$ cat config.mk
export PLATFORM = sky130hd
export DESIGN_NAME = light_phase_ctrl
export DESIGN_NICKNAME = d
export VERILOG_FILES = /design/src/rtl/light_phase_ctrl.sv
export SDC_FILE = /design/constraint.sdc
export NUM_CORES = 1
export LEC_CHECK = 0
export ABC_AREA = 1
export BUFFER_PORTS_ARGS = -buffer_cell sky130_fd_sc_hd__clkbuf_2
export CAP_MARGIN = 30
export CELL_PAD_IN_SITES_DETAIL_PLACEMENT = 1
export CELL_PAD_IN_SITES_GLOBAL_PLACEMENT = 2
export CORE_ASPECT_RATIO = 0.6
export CORE_MARGIN = 5
export CORE_UTILIZATION = 30
export CTS_CLUSTER_DIAMETER = 40
export DETAILED_ROUTE_END_ITERATION = 10
export GPL_ROUTABILITY_DRIVEN = 0
export GPL_TIMING_DRIVEN = 1
export PLACE_DENSITY_LB_ADDON = 0.2
export REMOVE_ABC_BUFFERS = 1
export SETUP_SLACK_MARGIN = 0.2
export SKIP_LAST_GASP = 1
export SLEW_MARGIN = 25
export SYNTH_ARGS = -nofsm -noshare
export SYNTH_HDL_FRONTEND = slang
export SYNTH_SLANG_ARGS = --single-unit
$ cat constraint.sdc
create_clock -name clk -period 1.4 [get_ports clk]
set_input_delay 0 -clock clk [delete_from_list [all_inputs] [get_ports clk]]
set_output_delay 0 -clock clk [all_outputs]
set_load 0.05 [all_outputs]
$ cat src/rtl/light_phase_ctrl.sv
// Two-road intersection phase controller: one-second prescaler, G/Y/R sequencing with one-hot
// load pulses to the phase down-counter, lamp decode and a flashing-yellow maintenance mode.
module light_phase_ctrl #(
  parameter int unsigned pCLK_DIV           = 50_000_000,
  parameter int unsigned pDIV_WIDTH         = 26,
  parameter int unsigned pTIME_YELLOW_LIGHT = 3,
  parameter int unsigned pCNT_WIDTH         = 5,
  parameter int unsigned pINIT_WIDTH        = 3
) (
  input  logic                   clk,
  input  logic                   rst_n,
  input  logic                   run,
  input  logic                   last,
  input  logic [pCNT_WIDTH-1:0]  cnt_in,
  output logic [pINIT_WIDTH-1:0] init,
  output logic                   cnt_en,
  output logic [2:0]             light_main,
  output logic [2:0]             light_side,
  output logic [1:0]             state_out
);

  localparam logic [pDIV_WIDTH-1:0]  DivMax     = pDIV_WIDTH'(pCLK_DIV - 1);
  localparam logic [pCNT_WIDTH-1:0]  YellowTime = pCNT_WIDTH'(pTIME_YELLOW_LIGHT);
  localparam logic [pINIT_WIDTH-1:0] InitGreen  = pINIT_WIDTH'(1);
  localparam logic [pINIT_WIDTH-1:0] InitYellow = pINIT_WIDTH'(2);
  localparam logic [pINIT_WIDTH-1:0] InitRed    = pINIT_WIDTH'(4);

  localparam logic [2:0] LampG = 3'b001;
  localparam logic [2:0] LampY = 3'b010;
  localparam logic [2:0] LampR = 3'b100;

  typedef enum logic [1:0] {
    StMainGreen  = 2'd0,
    StMainYellow = 2'd1,
    StMainRed    = 2'd2,
    StFlash      = 2'd3
  } state_e;

  state_e                   state_q;
  logic [pDIV_WIDTH-1:0]    presc_q;
  logic                     blink_q;
  logic [pINIT_WIDTH-1:0]   init_q;
  logic                     tick;

  assign tick = (presc_q == DivMax);

  always_ff @(posedge clk or negedge rst_n) begin
    if (!rst_n) begin
      state_q <= StMainYellow;
      presc_q <= '0;
      blink_q <= 1'b0;
      init_q  <= '0;
    end else begin
      init_q <= '0;
      if (!run) begin
        state_q <= StFlash;
        presc_q <= tick ? '0 : presc_q + 1'b1;
        // Blink only advances once already flashing, so it starts dark on entry.
        blink_q <= (state_q == StFlash) ? (blink_q ^ tick) : 1'b0;
      end else if (state_q == StFlash) begin
        // Resume through yellow with a fresh tick period.
        state_q <= StMainYellow;
        init_q  <= InitYellow;
        presc_q <= '0;
        blink_q <= 1'b0;
      end else begin
        presc_q <= tick ? '0 : presc_q + 1'b1;
        blink_q <= 1'b0;
        if (tick && last) begin
          case (state_q)
            StMainGreen: begin
              state_q <= StMainYellow;
              init_q  <= InitYellow;
            end
            StMainYellow: begin
              state_q <= StMainRed;
              init_q  <= InitRed;
            end
            StMainRed: begin
              state_q <= StMainGreen;
              init_q  <= InitGreen;
            end
            default: state_q <= StFlash;
          endcase
        end
      end
    end
  end

  assign init      = init_q;
  assign state_out = state_q;
  assign cnt_en    = tick & run & (state_q != StFlash) & ~|init_q;

  always_comb begin
    light_main = '0;
    light_side = '0;
    unique case (state_q)
      StMainGreen: begin
        light_main = LampG;
        light_side = LampR;
      end
      StMainYellow: begin
        light_main = LampY;
        light_side = LampR;
      end
      StMainRed: begin
        light_main = LampR;
        // While the load pulse is out the counter still shows the previous phase's 0.
        if (|init_q)                    light_side = LampR;
        else if (cnt_in <= YellowTime)  light_side = LampY;
        else                            light_side = LampG;
      end
      StFlash: begin
        light_main = {1'b0, blink_q, 1'b0};
        light_side = {1'b0, blink_q, 1'b0};
      end
      default: begin
        light_main = '0;
        light_side = '0;
      end
    endcase
  end

endmodule

* Word level (Yosys, flattened, before mapping)
Cells that the tools add are included.
** Word-level totals
- Flip-flop bits (word level) :: 32
- Bits in latches :: 0
- RAM bits :: 0
- Memory bits (read-only) :: 0
- Bits of input ports :: 9
- Output and inout port bits :: 12
- Word-level logic and storage cells :: 38
- Memories :: 0
** Operators by class
- Add/sub/neg operators :: 1
- Multipliers :: 0
- Divide/modulo/power cells :: 0
- Magnitude comparators :: 1
- Equality and inequality tests :: 6
- Shift-type cells :: 0
- Muxes and demuxes :: 17
- Bitwise operators :: 4
- Reduce and logical (&&, ||, !) cells :: 5
** Operator list (count)
- 2-to-1 mux 26 bit :: 3
- adder 26 x 1 -> 26 bit, second input constant :: 1
- == test 26 bit, second input constant :: 1
- case mux 3 bit (3 select lines) :: 2
- 2-to-1 mux 3 bit :: 4
- case mux 3 bit (4 select lines) :: 1
- 2-to-1 mux 2 bit :: 4
- case mux 2 bit (3 select lines) :: 1
- <= comparator 5 x 2 -> 1 bit, second input constant :: 1
- == test 2 bit, second input constant :: 2
- bitwise AND 1 bit :: 3
- != test 3 x 1 -> 1 bit, second input constant :: 1
- OR reduction 3 bit :: 1
- == test 2 x 1 -> 1 bit, second input constant :: 1
- zero test 2 bit :: 1
- 2-to-1 mux 1 bit :: 2
- != test 2 bit, second input constant :: 1
- OR reduction 2 bit :: 1
- logical AND 1 bit :: 1
- zero test 1 bit :: 1
- bitwise XOR 1 bit :: 1

* Depth between registers and ports, before layout
Gate-level depths: netlist of run 1.
- Word-level depth :: 5
- Gate-level depth with buffers :: 9

* Least setup slack after synthesis of run 1
Ideal clock, no wire load.
- Kind :: register to output
- Start point :: reg state_q[1], in the netlist state_out[1]
- End point :: out light_side[1]
- Arrival :: 2.706 ns
- Required time :: 1.400 ns
- Path slack :: -1.306 ns
- Stages on the path, launching flop included :: 4
- Path buffers :: 0
- Path through :: dfrtp_1 -> ha_1 -> nand2_1 -> o32ai_1
** Between the ends
- Word-level cells in the longest chain between the ends :: 3
** RTL lines
- start, declared :: RTL line 39 : state_e state_q;
- start signal, assigned :: RTL line 49 : state_q <= StMainYellow;
- start signal, assigned :: RTL line 56 : state_q <= StFlash;
- start signal, assigned :: RTL line 62 : state_q <= StMainYellow;
- == test 2 x 1 -> 1 bit or zero test 2 bit (tied branches) :: RTL line 97 : unique case (state_q)
- OR reduction 2 bit (no source line)
- case mux 3 bit (3 select lines) (*) :: RTL line 97
- end, declared :: RTL line 18 : output logic [2:0] light_side,
Every way passes the cells marked *; elsewhere a longest branch is shown, timed or not.

* Worst setup path in the final report of run 1
- Start point :: reg presc_q[1]
- End point :: reg blink_q
** Between the ends
- Word-level cells in the longest chain between the ends :: 4
** RTL lines
- start, declared :: RTL line 40 : logic [pDIV_WIDTH-1:0] presc_q;
- start signal, assigned :: RTL line 57 : presc_q <= tick ? '0 : presc_q + 1'b1;
- start signal, assigned :: RTL line 67 : presc_q <= tick ? '0 : presc_q + 1'b1;
- == test 26 bit :: RTL line 45 : assign tick = (presc_q == DivMax);
- bitwise XOR 1 bit :: RTL line 59 : blink_q <= (state_q == StFlash) ? (blink_q ^ tick) : 1'b0;
- 2-to-1 mux 1 bit :: RTL line 59
- 2-to-1 mux 1 bit :: RTL line 55 : if (!run) begin
- end signal, assigned :: RTL line 59
- end, declared :: RTL line 41 : logic blink_q;
No other way between the ends.
A chain may end at the register's enable or synchronous reset.

==> results of run 1 <==
==> layout make-up <==
type / count / area (sq um)
Sequential cell: 32 / 806
Multi-Input combinational cell: 211 / 1610
Timing Repair Buffer: 119 / 1050
Clock buffer: 8 / 90.1
Inverter: 35 / 136
Tap cell: 87 / 109
Fill cell: 778 / 2760
==> worst min-delay path, cell delays in order <==
cell and delay [ns]:
clkbuf_2 0.11, nand3_2 0.11, nand3_1 0.10, nand2_1 0.06
==> layout by cell type, fill, tap and decap left out, drive strengths merged <==
| master | Yosys | final |
|---|---|---|
| buf | 1 | 105 |
| nand2 | 71 | 74 |
| nor2 | 71 | 71 |
| inv | 35 | 35 |
| dfrtp | 31 | 31 |
| nand3 | 20 | 20 |
| clkbuf | 0 | 20 |
| xor2 | 8 | 8 |
| ha | 8 | 8 |
| nand4 | 5 | 5 |
| nor3 | 5 | 5 |
| a21oi | 5 | 5 |
| o21ai | 5 | 5 |
| xnor2 | 4 | 4 |
| dlygate4sd3 | 0 | 2 |
| o21a | 1 | 1 |
| and2 | 1 | 1 |
| and3 | 1 | 1 |
| o32ai | 1 | 1 |
| nand3b | 1 | 1 |
| or2 | 1 | 1 |
| dfstp | 1 | 1 |
==> what timing repair did <==
item	4_1_cts	5_1_grt
hold endpoints to repair	33	0
hold buffers	2	0
setup buffers	19	14
pin swaps	27	40
gates cloned	3	0
setup endpoints to repair	40	41
gates resized for setup	102	83
==> layer usage <==
metal  share of wire, %  GRT usage (%)  up-vias
li1                   -              -     1121
met1                 43           29.6     1163
met2                 49           35.3       65
met3                4.7           4.06       22
met4                3.1           5.08        0
met5                  0              0        -
==> cell families after synthesis <==
| logic type | synth area share, % |
|---|---|
| buffers and inverters | 7.16 |
| AND/OR/NAND/NOR | 38.9 |
| XOR/XNOR | 5.28 |
| flip-flops | 40.3 |
| AO/OA/AOI/OAI | 3.33 |
| adder cells (fa/ha/maj) | 5.03 |
==> worst max path at each step <==
| stage | from | endpoint | slack [ns] | depth (start not counted) |
|---|---|---|---|---|
| 4_1_cts | presc_q[0] | cnt_en | -0.23 | 8 |
| 5_1_grt | presc_q[1] | blink_q | -0.40 | 10 |
| 3_3_place_gp | presc_q[0] | presc_q[2] | -0.24 | 8 |
| 6_report | presc_q[1] | blink_q | -0.34 | 10 |
| 2_1_floorplan | state_out[1] | light_side[1] | -1.31 | 3 |
| 3_5_place_dp | presc_q[0] | presc_q[23] | -0.32 | 8 |
==> power by group <==
part           leakage [nW]  internal (mW)  switching (mW)
logic                  1.26           1.47            1.76
clock network        0.0455          0.402           0.371
registers             0.430           1.05           0.182
==> sequential cells by signal, summed over array words and instances, names as in the netlist <==
signal / flops
presc_q: 26
blink_q: 1
init: 3
state_out: 2
==> out/summary.md, run 1 <==
The flow ran to the end, but the final reports show violations. The checks that failed: setup timing. The cell that appears most often on the critical path is nor2_4. Dividing the final minimum period by the clock period gives 124%. The final worst setup slack was -0.339 ns; the width of the die was 115 microns. The flop and latch count out of synthesis was 32; the violation count after the first detailed-routing iteration was 176. In this design, the largest share of critical-path delay is due to simple AND/OR/NAND/NOR gates. Cell at the root of the clock tree: clkbuf_8. The H-tree was split into 2 levels. Yosys instantiated no cell more often than nand2_1.

The commonest cells after synthesis are nand2_1 (68), nor2_1 (64), inv_1 (35). The number of buffers and inverters on the critical path was 1. The run gives 1.96 ns as the data arrival time of the worst path.

The run gives 1.62 ns as the data required time at the worst endpoint. The first global-routing pass estimated 13700 microns of wire. The detailed router placed 2371 vias in this run.

Library cell with the largest summed area after synthesis: dfrtp_1. The HPWL after detailed placement is 4940 microns, and the worst-path maximum fanout is 6. The worst setup path is launched from a flip-flop.

The worst hold path was traced through 4 stages. The predominant post-synthesis flop cell is dfrtp_1. The finished cells cover 0.00380 sq mm. The initialized floorplan defines 23 standard-cell rows. Yosys mapped the design onto 26 distinct sky130hd cell types. The cell at the slowest stage of the critical path was dfrtp_1.

The accumulated negative setup slack is -8.42 ns. Path class of the lowest-slack min-delay path: in2reg. Entering global routing, the biggest net connects 33 pins.

In this run the static leakage power is 1.73 nW. For this run, the share of the core covered by cells in the final layout is 58.0%. The total area inside the core boundary comes to 0.00656 sq mm.

The number of buffers created by CTS was 5; the maximum root-to-sink buffer count was 2. In the synthesized netlist the async set-or-reset flop fraction comes to 100%. The share of synthesized area in the top cell type comes to 38.9%. In this run, placement finished with an instance count of 446. The overall routing resource usage came out at 21.5%.

The end of the worst hold path was state_out[0]. Across all register-to-register paths, the minimum setup slack is -0.34 ns. The signed area change from the synthesized netlist to the final layout is 91.0%. The final period demand of the worst path works out to 1.74 ns. The diode insertion count for antenna repair was 0; the mean number of vias per cell was 4.82. TritonCTS built the clock tree. Before CTS, the worst setup slack after placement is -0.322 ns. The synthesized design contains 0 enable-type register cells. Max-cap violations in this run came to 0.

Setup repair after global routing could not meet its margin everywhere. The logs give 492 for the filler-free cell count of the finished design and 0 for the final count of hold timing violations. The synthesized area divided by synthesized cell count came out at 7.22 sq um. The sink count of the clock tree was 32; the final routed wire length divided by cell count was 20.0 microns. Setup violations remaining at the end of the flow were counted as 39. Clock-pin slew was measured on the worst setup and hold paths at 0.07 ns. The synthesized netlist occupies a cell area of 0.00199 sq mm.

Dividing total power by cell area gives a power density of 1380 mW/mm^2. The completed layout was analyzed and its total power is 5.24 mW. Before antenna repair, the detailed router went through 4 iterations. Hold timing on the final database bottoms out at a slack of 0.0954 ns. The maximum single-stage delay on the critical path was 0.43 ns; the transition time at the pin with the least slew margin was 0.449 ns. In this run the tool buffered the top-level ports with 18 buffer cells. The logs give 276 for the number of cells produced by synthesis and 9850 microns for the sum of routed wire length over all layers. The number of routed nets with antenna violations was 0; the depth of the worst register-to-register path was 10.

The startpoint identified for the worst register-to-register timing path is presc_q[1]. VDD sags by at most 0.851 mV. The worst max-slew margin expressed relative to the limit came out at 70.1%. The number of antenna violations at the first check in global routing was 0; the global-route congestion overflow total was 0.

The number of pins with negative max-slew slack in the final report is 0. For the clock latency at the later pin of the worst-skew pair, the log shows 0.29 ns. In this run the most critical hold path is launched from last. After the last flow step, the layout net total stands at 421.

The die extent in y is 73.1 microns. In the routed design, unresolved DRC markers number 0. The via count of the first global-routing pass was 2502. For the post-place instance area, the log shows 0.00268 sq mm.

Traced cell by cell, the critical path runs through ha_4, nand3_4, nor2_4, nand2_4, nor2_4, buf_6, nand2_8, nand2_2, nand2_1, nor2_1. The logs give 40.3% for the sequential share of the synthesized area and 30.4% for the initial cell density of the core. For this run, the top clock speed supported by timing is 0.575 GHz. The fraction of final layout cells with drive strength greater than 1 was 57.8%. The tools report the endpoint of the worst register-to-register path as blink_q.

The run gives 0.00842 sq mm as the die area. The worst setup path is of the reg2reg kind. The worst setup path is captured at a flip-flop. The tools report the number of I/O pins as 21.

By area the synthesized netlist is led by dfrtp_1 (39%), nand2_1 (13%), nor2_1 (12%). During synthesis, Yosys emitted a total of 0 warnings. Across the routed clock network, the largest skew measured is 0.00568 ns.
No activity file was read; power rests on OpenSTA's default activity.
==> inputs of run 2 (changes only) <==
--- a/config.mk
+++ b/config.mk
@@ -17,9 +17,8 @@
 export DETAILED_ROUTE_END_ITERATION = 10
 export GPL_ROUTABILITY_DRIVEN = 0
 export GPL_TIMING_DRIVEN = 1
-export PLACE_DENSITY_LB_ADDON = 0.2
+export PLACE_DENSITY = 0.78
 export REMOVE_ABC_BUFFERS = 1
-export SETUP_SLACK_MARGIN = 0.2
 export SKIP_LAST_GASP = 1
 export SLEW_MARGIN = 25
 export SYNTH_ARGS = -nofsm -noshare
==> run 2 against run 1 <==
Largest cell class unchanged. Total power fell by 15%. First-iteration DRC count down 52%. Wire length fell by 27%. The run still ends with setup timing left. Highest routed layer unchanged.
==> out/summary.md, run 2 (synthesized netlist as in run 1, its figures left out) <==
The logs give 787 (was 778) for the number of fillers in the final layout and 11100 microns (was 13700 microns) for the first-pass GRT wire length. The fraction of final layout cells with drive strength greater than 1 was 45.4% (was 57.8%); the utilization of the core after routing was 49.7% (was 58.0%). The run finished, with violations left.

The tools report the violation count after the first detailed-routing iteration as 85 (was 176). The count of port buffers added during placement is 18 (unchanged). The achievable frequency came out at 0.609 GHz (was 0.575 GHz). The run gives 30.4% (unchanged) as the initial cell density of the core. The logs give 0.00842 sq mm (unchanged) for the die area and 17.0% (was 21.5%) for the overall routing resource usage. The depth of the worst register-to-register path was 9 (was 10); the sum of routed wire length over all layers was 7160 microns (was 9850 microns).

The number of stages on the worst hold path works out to 3 (was 4). Number of detailed-route iterations in the first pass: 4 (unchanged). The transition time at the pin with the least slew margin was 0.449 ns (about the same). The most common library cell in the layout ignoring fill and taps was buf_4 (unchanged).

The logs give 21 (unchanged) for the number of I/O pins and 70.1% (about the same) for the worst max-slew margin expressed relative to the limit. For the level count of the clock H-tree, the log shows 2 (unchanged). Share of the clock period used by the worst path: 117% (was 124%). The tools report the data required time at the worst endpoint as 1.40 ns (was 1.62 ns). The footprint of the multi-input gates came out at 0.00135 sq mm (was 0.00161 sq mm). The cell at the root of the clock tree was clkbuf_8 (unchanged). The global-route congestion overflow total was 0 (unchanged); the final routed wire length divided by cell count was 15.4 microns (was 20.0 microns). The run gives 2113 (was 2371) as the vias after detailed routing. Violated checks: setup timing (unchanged). The accumulated negative setup slack came out at -4.87 ns (was -8.42 ns).

The final period demand of the worst path works out to 1.64 ns (was 1.74 ns). The run gives 4.43 mW (was 5.24 mW) as the overall power after layout. The data arrival time of the worst path is 1.64 ns (was 1.96 ns), and the worst-path maximum fanout is 5 (was 6).

The minimum hold slack was 0.0746 ns (was 0.0954 ns); the clock latency at the later pin of the worst-skew pair was 0.29 ns (about the same). The maximum root-to-sink buffer count was 2 (unchanged); the pin count of the biggest net entering global routing was 33 (unchanged). The via count of the first global-routing pass is 2254 (was 2502), and the total of max-cap violations is 0 (unchanged). The width of the die was 115 microns (unchanged); the power per cell area was 1360 mW/mm^2 (was 1380 mW/mm^2). The HPWL after detailed placement is 4960 microns (was 4940 microns).

The placeable core area is 0.00656 sq mm (unchanged). Most used cells in the layout excluding fill and tap cells: buf_4 (65), nand2_1 (54), nor2_1 (46), dfrtp_1 (30), inv_1 (29) (was buf_4 (81), nand2_1 (48), nor2_1 (31), dfrtp_1 (28), inv_1 (26)). The die extent in y was 73.1 microns (unchanged); the signed area change from the synthesized netlist to the final layout was 63.8% (was 91.0%).

For the DRC violations left, the log shows 0 (unchanged). TritonCTS built the clock tree. The number of pins with negative max-slew slack in the final report came out at 0 (unchanged). For the count of standard-cell rows, the log shows 23 (unchanged). The number of flip-flops under the largest register name was 26 (unchanged); the final count of hold timing violations was 0 (unchanged).

The run gives -0.184 ns (was -0.322 ns) as the placement-stage worst setup slack. The tools report the diode insertion count for antenna repair as 0 (unchanged). The path class of the lowest-slack min-delay path was in2reg (unchanged). The largest register by flop count was presc_q (unchanged).

The tools report the number of antenna violations at the first check in global routing as 0 (unchanged). The run gives 35 (was 39) as the total setup violations reported at the end of the flow. The endpoint type of the worst setup path was an output port (was a flip-flop). The tools report the worst-case clock skew as 0.0122 ns (was 0.00568 ns). The clock slew at the register clock pins of the worst setup and hold paths works out to 0.07 ns (about the same). For the number of buffers created by CTS, the log shows 5 (unchanged). The run gives 393 (was 421) as the final net count. The static power due to leakage is 1.55 nW (was 1.73 nW). The logs give 32 (unchanged) for the sink count of the clock tree and 803 sq um (was 806 sq um) for the area taken by flip-flops and latches.

The flop-to-flop setup slack was -0.17 ns (was -0.34 ns); the maximum vdd ir drop was 0.780 mV (was 0.851 mV). The class of the most critical setup path is reg2out (was reg2reg). The final worst setup slack was -0.243 ns (was -0.339 ns).

Setup repair after global routing could not meet its margin everywhere. The number of routed nets with antenna violations was 0 (unchanged). The launching element type of the critical path was a flip-flop (unchanged). Mean number of vias per cell: 4.55 (was 4.82).
## run 2: cell count changes in the layout (fill, tap and decap cells not counted), sizes merged
cell    previous run  this run
nand2             74        73
clkbuf            20        19
bufinv             0         1
clkinv             0         1
buf              105        77
## run 2: timing repair
item                                    CTS  global route
hold endpoints to repair                 33             0
endpoints found under the setup margin   35            39
pin swaps                                10            27
hold buffers                              2             0
gates resized for setup                  52            61
cloned                                    1             1
setup buffers                             8             7
## run 2: critical path: stages, from the launching register on
cell and delay [ns]:
dfrtp_1 0.46, nand2_1 0.11, nor2_2 0.15, nand2_1 0.11, nor2_4 0.16, nand3_2 0.11, nor2_4 0.11, buf_8 0.15
## run 2: per-layer routing
metal  GRT usage (%)  wire (microns)
met2            26.5            3230
met3            3.89             179
met4            3.52              15
met1            24.4            3730
met5               0               0
## run 2: final cells by class
| class | count | share of cell area (%) |
|---|---|---|
| clock inverters | 2 | 1.07 |
| well taps | 87 | 3.34 |
| clock buffers | 6 | 2.22 |
| flip-flops and latches | 32 | 24.6 |
| inverters | 35 | 4.18 |
| repair buffers | 92 | 23.2 |
| multi-input cells | 210 | 41.4 |
## run 2: power breakdown
part           internal [mW]  switching, mW
Clock                  0.529          0.374
Combinational           1.02           1.32
Sequential              1.05          0.141
## run 2: final timing paths
path,from,endpoint
worst max-delay path,presc_q[19],cnt_en
worst max register to register,presc_q[1],presc_q[14]
worst min-delay path,last,init[0]
worst min register to register,presc_q[0],presc_q[0]
min in group asynchronous,rst_n,presc_q[9]
max in group asynchronous,rst_n,state_out[0]
## run 2: metrics by stage
step	std cells	cell area (sq um)
after floorplan	275	1980
after global placement	441	2640
after detailed placement	441	2640
after CTS	460	3040
after global routing	464	3260
final	464	3260
==> inputs of run 3 (changes only) <==
--- a/config.mk
+++ b/config.mk
@@ -19,6 +19,7 @@
 export GPL_TIMING_DRIVEN = 1
 export PLACE_DENSITY = 0.78
 export REMOVE_ABC_BUFFERS = 1
+export SKIP_CTS_REPAIR_TIMING = 1
 export SKIP_LAST_GASP = 1
 export SLEW_MARGIN = 25
 export SYNTH_ARGS = -nofsm -noshare
==> run 3 against run 2 <==
The run ends with hold timing, setup timing left. Via count is 1.5% lower. Sequential cell count did not move. Clock-buffer cell count unchanged. Non-clock buffer count shrank 6. Highest routed layer unchanged. Hold slack got worse by 0.081 ns. Wire length down 10%. Critical path depth rose by 1. Die area did not move.
==> out/summary.md, run 3 (synthesized netlist as in run 1, its figures left out) <==
The overall routing resource usage is 15.7% (was 17.0%), and the depth of the worst register-to-register path is 9 (unchanged). Violation count after the first detailed-routing iteration: 89 (was 85). For the diode insertion count for antenna repair, the log shows 0 (unchanged). The number of routed nets with antenna violations came out at 0 (unchanged). The level count of the clock H-tree is 2 (unchanged), and the final routed wire length divided by cell count is 14.1 microns (was 15.4 microns).

The power per cell area works out to 1300 mW/mm^2 (was 1360 mW/mm^2). TritonCTS built the clock tree. The tools report the launching element type of the critical path as a flip-flop (unchanged).

The worst max-slew margin expressed relative to the limit was 70.4% (was 70.1%). The final period demand of the worst path is 1.63 ns (was 1.64 ns), and the DRC violations left is 0 (unchanged). The maximum vdd ir drop is 0.635 mV (was 0.780 mV). The worst hold path startpoint is run (was last).

The first-pass GRT wire length is 10200 microns (was 11100 microns), and the total setup violations reported at the end of the flow is 35 (unchanged). The endpoint of the worst register-to-register path was presc_q[16] (was presc_q[14]). The run finished, with violations left. The transition time at the pin with the least slew margin is 0.445 ns (was 0.449 ns). Largest register by flop count: presc_q (unchanged). Path class of the lowest-slack min-delay path: in2reg (unchanged).

Most used cells in the layout excluding fill and tap cells: buf_4 (67), nand2_1 (61), nor2_1 (51), inv_1 (32), dfrtp_1 (30) (was buf_4 (65), nand2_1 (54), nor2_1 (46), dfrtp_1 (30), inv_1 (29)). The number of detailed-route iterations in the first pass was 4 (unchanged). Endpoint type of the worst setup path: an output port (unchanged).

The run gives 21 (unchanged) as the number of I/O pins. The run gives 0.00656 sq mm (unchanged) as the placeable core area. Total of max-cap violations: 0 (unchanged). The clock slew at the register clock pins of the worst setup and hold paths was 0.08 ns (was 0.07 ns). Cell at the root of the clock tree: clkbuf_8 (unchanged).

The logs give 23.0% (was 20.4%) for the relative contribution of the clock network to total power and 4960 microns (unchanged) for the HPWL after detailed placement. The final worst setup slack was -0.227 ns (was -0.243 ns); the vias after detailed routing was 2081 (was 2113). The clock latency at the later pin of the worst-skew pair is 0.29 ns (about the same), and the width of the die is 115 microns (unchanged). For the global-route congestion overflow total, the log shows 0 (unchanged). The number of flip-flops under the largest register name is 26 (unchanged), and the worst-path maximum fanout is 3 (was 5). The sum of routed wire length over all layers was 6430 microns (was 7160 microns). The tools report the overall power after layout as 3.85 mW (was 4.43 mW). Launching point of the worst reg2reg path: presc_q[1] (unchanged).

The flop-to-flop setup slack was -0.22 ns (was -0.17 ns). The achievable frequency is 0.615 GHz (was 0.609 GHz). The combinational cell fraction of total power is 46.8% (was 52.8%), and the mean number of vias per cell is 4.56 (was 4.55). The maximum root-to-sink buffer count is 2 (unchanged).

The share of the clock period used by the worst path came out at 116% (was 117%). The tools report the die area as 0.00842 sq mm (unchanged). For the worst-case clock skew, the log shows 0.0124 ns (was 0.0122 ns).

The final count of hold timing violations was 1 (was 0); the count of port buffers added during placement was 18 (unchanged). Setup repair after global routing could not meet its margin everywhere. The end of the worst hold path is init[1] (was init[0]).

The number of pins with negative max-slew slack in the final report was 0 (unchanged); the sink count of the clock tree was 32 (unchanged). The share of total power consumed by net switching is 41.0% (was 41.4%). Violated checks: hold timing, setup timing (was setup timing). Switching component of the power: 1.58 mW (was 1.83 mW). The internal cell power is 2.27 mW (was 2.60 mW), and the pin count of the biggest net entering global routing is 33 (unchanged). Data required time at the worst endpoint: 1.40 ns (about the same). The logs give 5 (unchanged) for the number of buffers created by CTS and 1.63 ns (was 1.64 ns) for the data arrival time of the worst path. Number of stages on the worst hold path: 3 (unchanged). The via count of the first global-routing pass was 2099 (was 2254). The most common library cell in the layout ignoring fill and taps was buf_4 (unchanged). The die extent in y came out at 73.1 microns (unchanged).

Fraction of final layout cells with drive strength greater than 1: 38.2% (was 45.4%). The tools report the initial cell density of the core as 30.4% (unchanged). The signed area change from the synthesized netlist to the final layout is 48.5% (was 63.8%), and the count of standard-cell rows is 23 (unchanged). The minimum hold slack is -0.00652 ns (was 0.0746 ns), and the static power due to leakage is 1.42 nW (was 1.55 nW). The run gives 385 (was 393) as the final net count.

The number of antenna violations at the first check in global routing was 0 (unchanged); the sequential cell fraction of total power was 30.2% (was 26.8%). Class of the most critical setup path: reg2out (unchanged).
-- run 3: per-stage QoR --
| step | util [%] | setup TNS (ns) | cell area (sq um) | cells | setup WS [ns] |
|---|---|---|---|---|---|
| floorplan | - | -7.51 | 1980 | 275 | -1.31 |
| global placement | 40.2 | -1.44 | 2640 | 441 | -0.112 |
| detailed placement | 40.2 | -3.34 | 2640 | 441 | -0.184 |
| CTS | 41.8 | -5.52 | 2750 | 449 | -0.368 |
| global route | 45.1 | -10.17 | 2960 | 456 | -0.338 |
| finish | 45.1 | -6.41 | 2960 | 456 | -0.227 |
-- run 3: critical path, stage by stage, from the launching register on --
cell,delay (ns)
dfrtp_1,0.38
ha_2,0.20
nand3_2,0.10
nor2_4,0.13
nand2_2,0.08
inv_2,0.07
nand3_2,0.07
nor2_2,0.13
buf_6,0.17
-- run 3: area by class of cell --
class                           count  area (sq um)
Inverter                           35           131
Sequential cell                    32           803
Clock buffer                        6          72.6
Multi-Input combinational cell    208          1170
Tap cell                           87           109
Timing Repair Buffer               86           641
Fill cell                         820          3600
Clock inverter                      2          35.0
-- run 3: how the worst max path moves through the flow --
stage,start,end,slack (ns),cells after the start
2_1_floorplan,state_out[1],light_side[1],-1.31,3
4_1_cts,presc_q[1],cnt_en,-0.37,8
3_3_place_gp,presc_q[0],presc_q[16],-0.11,8
3_5_place_dp,presc_q[1],presc_q[16],-0.18,8
5_1_grt,presc_q[1],cnt_en,-0.34,8
6_report,presc_q[1],cnt_en,-0.23,8
-- run 3: routing by layer --
layer / GRT usage, % / share of wire [%]
met5: 0 / 0
met4: 3.13 / 0.33
met3: 3.48 / 2.4
met2: 23.1 / 43
met1: 23.6 / 54
-- run 3: power by group through the flow --
stage | Clock, mW | Combinational [mW] | Sequential [mW]
6_report | 0.887 | 1.80 | 1.16
5_1_grt | 0.945 | 1.96 | 1.18
4_1_cts | 0.920 | 1.61 | 1.15
3_5_place_dp | 0 | 1.61 | 1.17
3_3_place_gp | 0 | 1.56 | 1.15
2_1_floorplan | 0 | 0.796 | 1.32
